File: config.mk
export PLATFORM = sky130hd
export DESIGN_NAME = poly_root_unit_flat
export DESIGN_NICKNAME = d
export VERILOG_FILES = /design/src/rtl/poly_root_pkg.sv /design/src/rtl/poly_root_if.sv /design/src/rtl/poly_root_unit_root_iter.sv /design/src/rtl/poly_root_unit.sv /design/src/flat_wrapper.sv
export SDC_FILE = /design/constraint.sdc
export NUM_CORES = 1
export LEC_CHECK = 0
export ABC_AREA = 0
export CAP_MARGIN = 0
export CORE_UTILIZATION = 56
export DETAILED_ROUTE_END_ITERATION = 10
export GPL_TIMING_DRIVEN = 0
export MAX_ROUTING_LAYER = met4
export PLACE_DENSITY = 0.78
export RECOVER_POWER = 25
export SYNTH_ARGS = -nofsm -noshare
export SYNTH_HDL_FRONTEND = slang
export SYNTH_SLANG_ARGS = --single-unit
File: constraint.sdc
create_clock -name clk -period 6.8 [get_ports clk]
set_input_delay 1.36 -clock clk [delete_from_list [all_inputs] [get_ports clk]]
set_output_delay 1.36 -clock clk [all_outputs]
set_load 0.05 [all_outputs]
File: src/rtl/poly_root_pkg.sv
// Shared types and elaboration helpers for the poly_root_unit slice.
package poly_root_pkg;
  typedef enum logic [1:0] {
    S_IDLE = 2'd0,
    S_RUN  = 2'd1,
    S_SUM  = 2'd2
  } state_t;

  localparam logic MODE_CBRT = 1'b0;
  localparam logic MODE_SQRT = 1'b1;

  function automatic int clog2(input int v);
    int r;
    r = 0;
    for (int i = 0; i < 31; i++)
      if ((1 << r) < v) r = r + 1;
    return r;
  endfunction

  function automatic int max2(input int x, input int y);
    return (x > y) ? x : y;
  endfunction
endpackage

File: src/rtl/poly_root_if.sv
// Start/busy handshake bundle between the lab datapath and poly_root_unit.
interface poly_root_if #(
  parameter int WIDTH = 8,
  parameter int OUT_W = 12
);
  logic [WIDTH-1:0] a;
  logic [WIDTH-1:0] b;
  logic             mode;
  logic             start;
  logic [OUT_W-1:0] out;
  logic             ovf;
  logic             done;
  logic             busy;

  modport master (output a, b, mode, start, input out, ovf, done, busy);
  modport slave  (input a, b, mode, start, output out, ovf, done, busy);
endinterface

File: src/rtl/poly_root_unit_root_iter.sv
// Digit-by-digit integer cube/square root engine, one result bit per step,
// consuming the operand MSB group first.
module root_iter import poly_root_pkg::*; #(
  parameter int WIDTH  = 8,
  parameter int ROOT_W = (WIDTH + 1) / 2
) (
  input  logic              clk,
  input  logic              rst,
  input  logic              load,
  input  logic              mode,
  input  logic [WIDTH-1:0]  x,
  input  logic              step,
  output logic [ROOT_W-1:0] root,
  output logic              finished
);
  localparam int CI = (WIDTH + 2) / 3;
  localparam int SI = (WIDTH + 1) / 2;
  localparam int XW = max2(3 * CI, 2 * SI);
  localparam int RW = 2 * XW + 8;
  localparam int IW = clog2(SI + 1) + 1;

  logic [XW-1:0]     xs;
  logic [ROOT_W-1:0] y;
  logic [RW-1:0]     r, rn, t, y2;
  logic [IW-1:0]     cnt, iter;
  logic              md, ge;

  assign root     = y;
  assign finished = (cnt == iter);

  // Trial subtrahend for appending a 1 bit: (2y+1)^k - (2y)^k.
  always_comb begin
    y2 = RW'(y) << 1;
    if (md == MODE_CBRT) begin
      rn = (r << 3) | RW'(xs[XW-1 -: 3]);
      t  = RW'(3) * y2 * (y2 + RW'(1)) + RW'(1);
    end else begin
      rn = (r << 2) | RW'(xs[XW-1 -: 2]);
      t  = (y2 << 1) | RW'(1);
    end
    ge = (rn >= t);
  end

  always_ff @(posedge clk or negedge rst) begin
    if (!rst) begin
      xs <= '0; y <= '0; r <= '0; cnt <= '0; iter <= '0; md <= MODE_CBRT;
    end else if (load) begin
      md   <= mode;
      xs   <= (mode == MODE_CBRT) ? (XW'(x) << (XW - 3 * CI)) : (XW'(x) << (XW - 2 * SI));
      y    <= '0;
      r    <= '0;
      cnt  <= '0;
      iter <= (mode == MODE_CBRT) ? IW'(CI) : IW'(SI);
    end else if (step && !finished) begin
      xs  <= (md == MODE_CBRT) ? (xs << 3) : (xs << 2);
      r   <= ge ? (rn - t) : rn;
      y   <= ROOT_W'({y, ge});
      cnt <= cnt + IW'(1);
    end
  end
endmodule

File: src/rtl/poly_root_unit.sv
// out = COEF_A*a + COEF_B*root(b): serial shift-add multiply alongside the
// root engine, then one saturating add cycle.
module poly_root_unit import poly_root_pkg::*; #(
  parameter int WIDTH  = 8,
  parameter int COEF_A = 3,
  parameter int COEF_W = 4,
  parameter int COEF_B = 2,
  parameter int OUT_W  = 12
) (
  input logic clk,
  input logic rst,
  poly_root_if.slave bus
);
  localparam int CI = (WIDTH + 2) / 3;
  localparam int SI = (WIDTH + 1) / 2;
  localparam int NC = max2(COEF_W, CI);
  localparam int NS = max2(COEF_W, SI);
  localparam int CW = clog2(max2(NC, NS) + 1) + 1;
  localparam int PW = WIDTH + COEF_W;
  localparam int SH = clog2(COEF_B);
  // Wide enough that the product never truncates, even when OUT_W < PW.
  localparam int SW = max2(max2(PW, SI + SH), OUT_W) + 1;
  localparam logic [COEF_W-1:0] CA = COEF_W'(COEF_A);

  state_t            state;
  logic [PW-1:0]     mcand, acc;
  logic [COEF_W-1:0] coef_q;
  logic [CW-1:0]     cnt, last_q;
  logic [SI-1:0]     root;
  logic              root_done, accept, sat;
  logic [SW-1:0]     sum;

  assign accept = (state == S_IDLE) && bus.start;
  assign sum    = SW'(acc) + (SW'(root) << SH);
  assign sat    = |sum[SW-1:OUT_W];

  root_iter #(.WIDTH(WIDTH), .ROOT_W(SI)) u_root (
    .clk      (clk),
    .rst      (rst),
    .load     (accept),
    .mode     (bus.mode),
    .x        (bus.b),
    .step     ((state == S_RUN) && !root_done),
    .root     (root),
    .finished (root_done)
  );

  always_ff @(posedge clk or negedge rst) begin
    if (!rst) begin
      state    <= S_IDLE;
      bus.out  <= '0;
      bus.ovf  <= 1'b0;
      bus.done <= 1'b0;
      bus.busy <= 1'b0;
      mcand    <= '0;
      acc      <= '0;
      coef_q   <= '0;
      cnt      <= '0;
      last_q   <= '0;
    end else begin
      case (state)
        S_IDLE: begin
          bus.done <= 1'b0;
          if (bus.start) begin
            mcand    <= PW'(bus.a);
            acc      <= '0;
            coef_q   <= CA;
            cnt      <= '0;
            last_q   <= (bus.mode == MODE_SQRT) ? CW'(NS - 1) : CW'(NC - 1);
            bus.ovf  <= 1'b0;
            bus.busy <= 1'b1;
            state    <= S_RUN;
          end
        end
        S_RUN: begin
          // coef_q drains to zero after COEF_W steps, idling the multiplier.
          if (coef_q[0]) acc <= acc + mcand;
          mcand  <= mcand << 1;
          coef_q <= coef_q >> 1;
          cnt    <= cnt + CW'(1);
          if (cnt == last_q) state <= S_SUM;
        end
        S_SUM: begin
          bus.out  <= sat ? '1 : sum[OUT_W-1:0];
          bus.ovf  <= sat;
          bus.done <= 1'b1;
          bus.busy <= 1'b0;
          state    <= S_IDLE;
        end
        default: state <= S_IDLE;
      endcase
    end
  end
endmodule

File: src/flat_wrapper.sv
// flat-port wrapper written by rule: the top's interface ports become plain ports
module poly_root_unit_flat import poly_root_pkg::*;
#(
  parameter int WIDTH  = 8,
  parameter int COEF_A = 3,
  parameter int COEF_W = 4,
  parameter int COEF_B = 2,
  parameter int OUT_W  = 12
)
  (clk, rst, bus_a, bus_b, bus_mode, bus_start, bus_out, bus_ovf, bus_done, bus_busy);
  poly_root_if #(.WIDTH(WIDTH), .OUT_W(OUT_W)) bus_i ();
  input logic clk;
  input logic rst;
  input wire logic [$bits(bus_i.a)-1:0] bus_a;
  input wire logic [$bits(bus_i.b)-1:0] bus_b;
  input wire logic [$bits(bus_i.mode)-1:0] bus_mode;
  input wire logic [$bits(bus_i.start)-1:0] bus_start;
  output wire logic [$bits(bus_i.out)-1:0] bus_out;
  output wire logic [$bits(bus_i.ovf)-1:0] bus_ovf;
  output wire logic [$bits(bus_i.done)-1:0] bus_done;
  output wire logic [$bits(bus_i.busy)-1:0] bus_busy;
  assign bus_i.a = bus_a;
  assign bus_i.b = bus_b;
  assign bus_i.mode = bus_mode;
  assign bus_i.start = bus_start;
  assign bus_out = bus_i.out;
  assign bus_ovf = bus_i.ovf;
  assign bus_done = bus_i.done;
  assign bus_busy = bus_i.busy;
  poly_root_unit #(.WIDTH(WIDTH), .COEF_A(COEF_A), .COEF_W(COEF_W), .COEF_B(COEF_B), .OUT_W(OUT_W)) u_core (.clk(clk), .rst(rst), .bus(bus_i));
endmodule
[Word-level counts from Yosys, hierarchy flattened]
Cells that the tools add are included.
Storage, ports and cells
  register bits after elaboration: 96
  input bits: 20
  output and inout bits: 15
  word-level logic and storage cells: 80
Cells by class
  $add $sub $neg: 7
  $mul: 2
  order comparisons: 1
  eq/ne operators: 7
  muxes and demuxes: 32
  bitwise gates (word level): 2
  reduce and logical (&&, ||, !) cells: 13
Operators by type and width (count)
  two-way mux 24 bit: 3
  two-way mux 12 bit: 4
  case mux 12 bit (2 select lines): 2
  two-way mux 9 bit: 4
  >= comparator 26 x 14 -> 1 bit: 1
  two-way mux 26 bit: 1
  bitwise OR 26 x 2 -> 26 bit: 1
  bitwise OR 26 x 3 -> 26 bit: 1
  two-way mux 4 bit: 6
  subtractor 24 bit: 1
  case mux 4 bit (2 select lines): 2
  adder 13 x 1 -> 14 bit, second input constant: 1
  two-way mux 14 bit: 1
  adder 12 x 5 -> 13 bit: 1
  adder 12 bit: 1
  multiplier 6 x 6 -> 12 bit: 1
  adder 4 x 1 -> 4 bit, second input constant: 2
  AND reduction 2 bit: 4
  adder 5 x 1 -> 6 bit, second input constant: 1
  multiplier 2 x 4 -> 6 bit, first input constant: 1
  case mux 1 bit (2 select lines): 3
  nonzero test 2 bit: 3
  equality test 4 x 2 -> 1 bit: 1
  equality test 4 bit: 1
  12 further kinds: 17

[Longest topological paths before layout]
  word-level depth: 8
  depth in mapped cells: 31

[Hierarchy]
Synthesis repeated with hierarchy kept, for this count alone.
Unflattened totals
  cells, all modules: 783
  area, all modules: 7026.7 um2
Modules (own cells, without submodules)
  root_iter: instances 1, cells each 503, area each 4394.2 um2
  poly_root_unit: instances 1, cells each 280, area each 2632.5 um2

[Worst setup path after synthesis]
OpenSTA, ideal clock, no wires.
  path kind: reg-to-reg
  start point: register u_core.u_root.y[2] (netlist: u_core.u_root.root[2])
  end point: register u_core.u_root.r[17]
  library setup time: 0.123 ns
  arrival time: 6.422 ns
  required time: 6.677 ns
  path slack: 0.255 ns
  cell stages (with the launch flop): 29
  path buffers: 1
  path through: dfrtp_1 -> inv_1 -> ha_1 -> nor2_1 -> nor2_1 -> ha_1 -> nor2_1 -> fa_1 -> inv_1 -> fa_1 -> fa_1 -> inv_1 -> ha_1 -> a21oi_1 -> nor2_1 -> nor2_1 -> nor2b_1 -> o21a_1 -> o21ai_0 -> or3b_2 -> ha_1 -> nand3_1 -> or2_4 -> or3_1 -> and2_1 -> buf_6 -> nor3_4 -> mux2i_1 -> nor3_2
Between the ends
  word-level cells in the longest chain between the ends: 8
  elaborated cells on any way between the ends: 10
  classes of those cells: add/sub (3); mul (2); order compare (1); mux (4)
RTL lines
  start, declared: line poly_root_unit_root_iter.sv:23  | logic [ROOT_W-1:0] y;
  start signal, assigned: line poly_root_unit_root_iter.sv:57  | y <= ROOT_W'({y, ge});
  multiplier 2 x 4 -> 6 bit or adder 5 x 1 -> 6 bit (tied branches): line poly_root_unit_root_iter.sv:36  | t = RW'(3) * y2 * (y2 + RW'(1)) + RW'(1);
  multiplier 6 x 6 -> 12 bit: line poly_root_unit_root_iter.sv:36
  adder 13 x 1 -> 14 bit: line poly_root_unit_root_iter.sv:36
  two-way mux 14 bit (*): line poly_root_unit_root_iter.sv:34  | if (md == MODE_CBRT) begin
  subtractor 24 bit or >= comparator 26 x 14 -> 1 bit (tied branches): line poly_root_unit_root_iter.sv:56, poly_root_unit_root_iter.sv:41
  two-way mux 24 bit (*): line poly_root_unit_root_iter.sv:56  | r <= ge ? (rn - t) : rn;
  two-way mux 24 bit (*): line poly_root_unit_root_iter.sv:54  | end else if (step && !finished) begin
  two-way mux 24 bit (*): line poly_root_unit_root_iter.sv:47  | end else if (load) begin
  end signal, assigned: line poly_root_unit_root_iter.sv:56
  end, declared: line poly_root_unit_root_iter.sv:24  | logic [RW-1:0] r, rn, t, y2;
Every way passes the cells marked *; elsewhere a longest branch is shown, timed or not. The select of a mux whose other input is x is not followed.
A chain may end at the register's enable or synchronous reset.

[Worst setup path after layout]
Same ends and word-level chain as after synthesis.

==> impl_metrics.py <==
metrics = {
    "die": {
        "num_io_pins": 35,
        "dieArea_um2": 12900,
        "die_h_um": 114,
        "rows": 40,
        "start_util": 0.578,
        "die_x_um": 114,
        "coreArea_um2": 12100,
    },
    "sta": {
        "max_slew.worst_pin.slew_ns": 3.86,
        "slew_headroom": -1.57,
        "hold_viol_final": 0,
        "setup_viol": 0,
        "period_needed_ns": 6.55,
        "skew_ns": 0.00409,
        "min_period_over_period": 0.963,
        "slew_violations": 74,
        "hold_slack_ns": 0.488,
        "layout_setup_ws_ns": 0.251,
        "max_freq_ghz": 0.153,
    },
    "yosys": {
        "syn_area_per_cell_um2": 8.88,
        "yosysWarningCount": 0,
        "synth_cells": 785,
        "syn-num-nets": 880,
        "ys_seq_elements": 91,
        "synth_area_um2": 6970,
        "async_flop_share": 1.00,
        "ys_seq_area_frac": 0.327,
        "synth.distinct_cells": 59,
        "synth_edf_count": 0,
        "synth_ff_type": "dfrtp_1",
    },
    "setup_path": {
        "start_kind": "flip-flop",
        "r2r_cells": 29,
        "worstPathRequired_ns": 7.03,
        "r2r_slack_ns": 0.25,
        "crit_family": "adder cells",
        "critPathKind": "reg2reg",
        "reg2reg_from": "u_core.u_root.root[2]$_DFFE_PN0P_",
        "cp_max_fo": 9,
        "cp_slowest_stage_delay_ns": 0.54,
        "cp.depth": 29,
        "end_kind": "flip-flop",
        "worstPathArrival_ns": 6.78,
        "reg2reg_to": "u_core.u_root.r[17]$_DFFE_PN0P_",
        "cp_slowest_cell": "fa_1",
        "crit_buf_inv": 6,
    },
    "grt": {
        "grt_pass1_vias": 6051,
        "grt_overflow_total": 0,
        "antenna_found_initial": 0,
        "grt_max_degree": 74,
        "grt_usage": 0.288,
        "grt_pass1_wl_um": 28700,
    },
    "routing": {
        "drtIter0Drc": 473,
        "via_per_inst": 6.01,
        "vias": 6096,
        "drc": 0,
        "dr.pass1.iters": 5,
        "final_antenna_net_count": 0,
        "avgRoutedWirePerCell_um": 17.1,
        "wirelength_um": 17400,
    },
    "clock_tree": {
        "h-tree-depth": 3,
        "clk_pin_slew_worst_paths_ns": 0.07,
        "cts_tree": "built",
        "clockBufferDepth": 2,
        "numCtsBuffers": 9,
        "clock_sinks": 91,
        "clk_latency_ns": 0.35,
        "cts-root-buf": "clkbuf_16",
    },
    "worst_hold_path": {
        "hold_path.class": "reg2reg",
        "whs_endpoint": "u_core.bus.done$_DFFE_PN0P_",
        "min_path_cells": 2,
        "worstHoldStart": "u_core.bus.done$_DFFE_PN0P_",
    },
    "place": {
        "dp_hpwl_um": 12700,
        "gp_congestion": 0.897,
        "dp_cells": 988,
        "io_buffers": 34,
        "post-place-ws_ns": -0.514,
    },
    "finish": {
        "instances_no_fill": 1015,
        "nets": 937,
        "drive_above_1_share": 0.106,
        "layout.cells.most_common": "dfrtp_1",
        "post-route-util": 0.668,
        "area_growth_pct": 15.5,
        "antenna_cells": 0,
        "fillers": 962,
        "layout_common_cells": "dfrtp_1, nand2_1, ha_1",
    },
    "run_status": {
        "status": "finished, violations left",
        "violations": "capacitance limit, slew limit",
    },
    "job": {
        "drv_cap": 1,
    },
}
==> worst max path at each step <==
stage | from | to | slack, ns
floorplan | u_core.u_root.root[2]$_DFFE_PN0P_ | u_core.u_root.r[17]$_DFFE_PN0P_ | 0.25
global placement | u_core.u_root.root[2]$_DFFE_PN0P_ | u_core.u_root.r[17]$_DFFE_PN0P_ | -0.40
detailed placement | u_core.u_root.root[2]$_DFFE_PN0P_ | u_core.u_root.r[17]$_DFFE_PN0P_ | -0.51
CTS | u_core.u_root.root[1]$_DFFE_PN0P_ | u_core.u_root.r[17]$_DFFE_PN0P_ | -0.008
global route | u_core.u_root.root[2]$_DFFE_PN0P_ | u_core.u_root.r[17]$_DFFE_PN0P_ | -0.03
finish | u_core.u_root.root[2]$_DFFE_PN0P_ | u_core.u_root.r[17]$_DFFE_PN0P_ | 0.25
==> kinds of logic after synthesis <==
family / count (synthesis) / synth area share
xor+xnor: 45 / 0.0565
mux: 43 / 0.0657
fa+ha+maj: 75 / 0.151
buf+inv: 82 / 0.0484
simple gates: 273 / 0.194
compound gates: 176 / 0.158
flops: 91 / 0.327
==> synth_stat cells, types with 7 or more instances <==
| cell | instances | area share |
|---|---|---|
| dfrtp_1 | 91 | 0.33 |
| nand2_1 | 82 | 0.044 |
| ha_1 | 60 | 0.11 |
| a21oi_1 | 54 | 0.039 |
| nor2_1 | 52 | 0.028 |
| nand3_1 | 49 | 0.035 |
| o21ai_0 | 49 | 0.035 |
| inv_1 | 41 | 0.022 |
| clkbuf_1 | 29 | 0.016 |
| mux2i_1 | 27 | 0.039 |
| xnor2_1 | 23 | 0.029 |
| xor2_1 | 22 | 0.028 |
| nor3_1 | 17 | 0.012 |
| fa_1 | 15 | 0.043 |
| a21o_1 | 14 | 0.015 |
| mux2_2 | 14 | 0.023 |
| nand2b_1 | 12 | 0.011 |
| a211oi_1 | 10 | 0.011 |
| nor2b_1 | 10 | 0.0090 |
| a31oi_1 | 9 | 0.0081 |
| and2_1 | 9 | 0.0081 |
| nand4_1 | 8 | 0.0072 |
| o21bai_1 | 8 | 0.0086 |
| or3_1 | 8 | 0.0072 |
| a22oi_1 | 7 | 0.0075 |
==> through the flow <==
stage / instance area (um^2) / TNS (ns)
floorplan: 6970 / 0
global placement: 7520 / -5.12
detailed placement: 7550 / -8.35
CTS: 7900 / -0.00755
global route: 8060 / -0.0494
finish: 8060 / 0
==> layout make-up <==
type / count / area (um^2) / share of cell area
Clock inverter: 6 / 47.5 / 0.00590
Inverter: 41 / 154 / 0.0191
Buffer: 41 / 184 / 0.0228
Timing Repair Buffer: 46 / 420 / 0.0522
Clock buffer: 10 / 239 / 0.0297
Multi-Input combinational cell: 612 / 4520 / 0.561
Sequential cell: 91 / 2280 / 0.283
Tap cell: 168 / 210 / 0.0261
==> worst min-delay path: stages, from the launching register on <==
cell	delay, ns
dfrtp_1	0.35
nand2_1	0.05
nand2_1	0.06
==> registers in the layout (all words and copies together), names as in the netlist <==
name,count
u_core.acc,12
u_core.bus.busy,1
u_core.bus.done,1
u_core.bus.out,12
u_core.bus.ovf,1
u_core.cnt,4
u_core.coef_q,2
u_core.last_q,1
u_core.mcand,12
u_core.state,2
u_core.u_root.cnt,4
u_core.u_root.iter,1
u_core.u_root.md,1
u_core.u_root.r,24
u_core.u_root.root,4
u_core.u_root.xs,9
==> layer usage <==
metal	GRT usage	up-vias	routed length (um)
met5	-	-	0
met4	0.103	0	308
met3	0.0260	29	779
met2	0.481	185	8720
met1	0.367	3011	7560
li1	-	2871	-
==> timing repair <==
action / in CTS / in global routing
buffers inserted: 4 / 7
endpoints found under the setup margin: 25 / 25
gates resized for setup: 12 / 18
hold buffers: 0 / 0
pin swaps: 1 / 11
Power is left out: the tool's default activity adds up to more than one toggle a clock period on the data nets, which glitch-free logic cannot reach.
==> patch (same settings) <==
`COEF_B` is set to 2 in 2 places; all go to 4.
--- a/src/rtl/poly_root_unit.sv
+++ b/src/rtl/poly_root_unit.sv
@@ -4,7 +4,7 @@
   parameter int WIDTH  = 8,
   parameter int COEF_A = 3,
   parameter int COEF_W = 4,
-  parameter int COEF_B = 2,
+  parameter int COEF_B = 4,
   parameter int OUT_W  = 12
 ) (
   input logic clk,
--- a/src/flat_wrapper.sv
+++ b/src/flat_wrapper.sv
@@ -4,7 +4,7 @@
   parameter int WIDTH  = 8,
   parameter int COEF_A = 3,
   parameter int COEF_W = 4,
-  parameter int COEF_B = 2,
+  parameter int COEF_B = 4,
   parameter int OUT_W  = 12
 )
   (clk, rst, bus_a, bus_b, bus_mode, bus_start, bus_out, bus_ovf, bus_done, bus_busy);
Formal check against the unedited RTL: not equivalent (a bounded check fails within 10 cycles, from zero or initial values and one cycle with rst low).
==> patch against the unedited design <==
- final area is 1.1% lower
- worst setup slack better by 0.083 ns
- hold slack worse by 0.0043 ns
- synthesized cell count is 1.7% lower
- routed wire length is 0.20% higher
- clock skew is 0.0021 ns higher
- synthesized area is 0.18% lower
- sequential cell count stayed put
Power is not shown: default switching activity piles up to over one toggle a cycle in this logic, so the estimate is an artifact.
==> patch: results (changes against the unedited design) <==
Timing
  • WHS: 0.483 ns (was 0.488 ns)
  • Setup Skew: 0.00615 ns (was 0.00409 ns)
  • Fmax: 155 MHz (was 153 MHz)
  • Max transition margin: 13.5% (was -157%)

Layout
  • Layout cells sized above 1: 8.54% (was 10.6%)
  • Sequential cell area share: 28.7% (was 28.3%)
  • Fin nets: 921 (was 937)
  • Layout fillers: 957 (was 962)
  • Non-clock buffering overhead: 7.05% (was 7.50%)
  • Synthesis-to-layout area growth: 14.4% (was 15.5%)
  • Logic inverters: 40 (was 41)
  • Non-clk bufs: 76 (was 87)
  • Clock-cell share: 3.91% (was 3.56%)
  • Multi-input combinational area share: 55.9% (was 56.1%)
  • Multi-Input Combinational: 608 (was 612)
  • Num sequential: 91 (unchanged)

Clock tree
  • Post-CTS setup buffers: 0 (was 4)
  • Post-CTS resize count: 2 (was 12)

Global routing
  • First-pass GRT wire length: 29200 um (was 28700 um)
  • Largest net degree at the start of global routing: 72 (was 74)
  • GRT Util Overall: 29.4% (was 28.8%)

Synth
  • Compound-gate portion of the synthesized area: 17.7% (was 15.8%)
  • Synth area leaders: dfrtp_1, ha_1, nand2_1, mux2i_1, fa_1 (was dfrtp_1, ha_1, nand2_1, fa_1, a21oi_1)
  • Unique masters post-synth: 65 (was 59)
  • Post-synthesis sequential area ratio: 32.7% (about the same)
  • Mean Syn Cell Area: 9.02 um^2 (was 8.88 um^2)
  • Syn_nets: 867 (was 880)
  • Adder-cell area share of the yosys netlist: 15.1% (about the same)
  • Most frequent cells after synthesis: dfrtp_1, nand2_1, ha_1, nand3_1, a21oi_1 (was dfrtp_1, nand2_1, ha_1, a21oi_1, nor2_1)
  • Mux share of post-synthesis cell area: 7.23% (was 6.57%)
  • Synth Area in XOR/XNOR: 4.78% (was 5.65%)
  • Post-synth top flop: dfrtp_1 (unchanged)

Critical path
  • Max incr delay on CP: 0.57 ns (was 0.54 ns)
  • Max FO, Critical Path: 7 (was 9)
  • Cells on worst reg2reg path: 24 (was 29)
  • Crit path DAT: 6.70 ns (was 6.78 ns)
  • Reg2Reg Setup Slack: 0.33 ns (was 0.25 ns)

Placed design
  • Global placement routability congestion: 0.906 (was 0.897)
  • Placed instance count: 975 (was 988)
  • DP Area: 7540 um^2 (was 7550 um^2)
  • HPWL Detailed: 13200 um (was 12700 um)

Status
  • Status: finished, final reports clean (was finished with violations)

Detailed routing
  • 1st-iter DRT viols: 413 (was 473)
  • Post-DR vias/cell: 6.06 (was 6.01)
  • Total Wirelength: 17400 um (about the same)
==> patch: cell count changes after synthesis, sizes merged, moves of 5 or more <==
cell / before / now
nor3: 19 / 6
o31ai: 3 / 12
a21oi: 54 / 46
nor2: 52 / 44
clkbuf: 30 / 23
nand2: 82 / 89
nand4: 8 / 1
xor2: 22 / 15
mux2i: 27 / 33
o211ai: 2 / 7
o22a: 3 / 8
or4: 1 / 6
==> patch: worst paths after layout <==
check / startpoint / endpoint
max: u_core.u_root.root[0] / u_core.u_root.r[13]
min: u_core.bus.out[8] / u_core.bus.out[8]
max reg2reg: u_core.u_root.root[0] / u_core.u_root.r[13]
min reg2reg: u_core.bus.out[8] / u_core.bus.out[8]
max in group asynchronous: rst / u_core.u_root.root[1]
min in group asynchronous: rst / u_core.bus.out[10]
==> patch: routing by layer <==
metal / track usage, % / routed length (um)
met5: - / 0
met1: 37.1 / 7570
met4: 9.47 / 439
met2: 47.9 / 8410
met3: 5.58 / 989
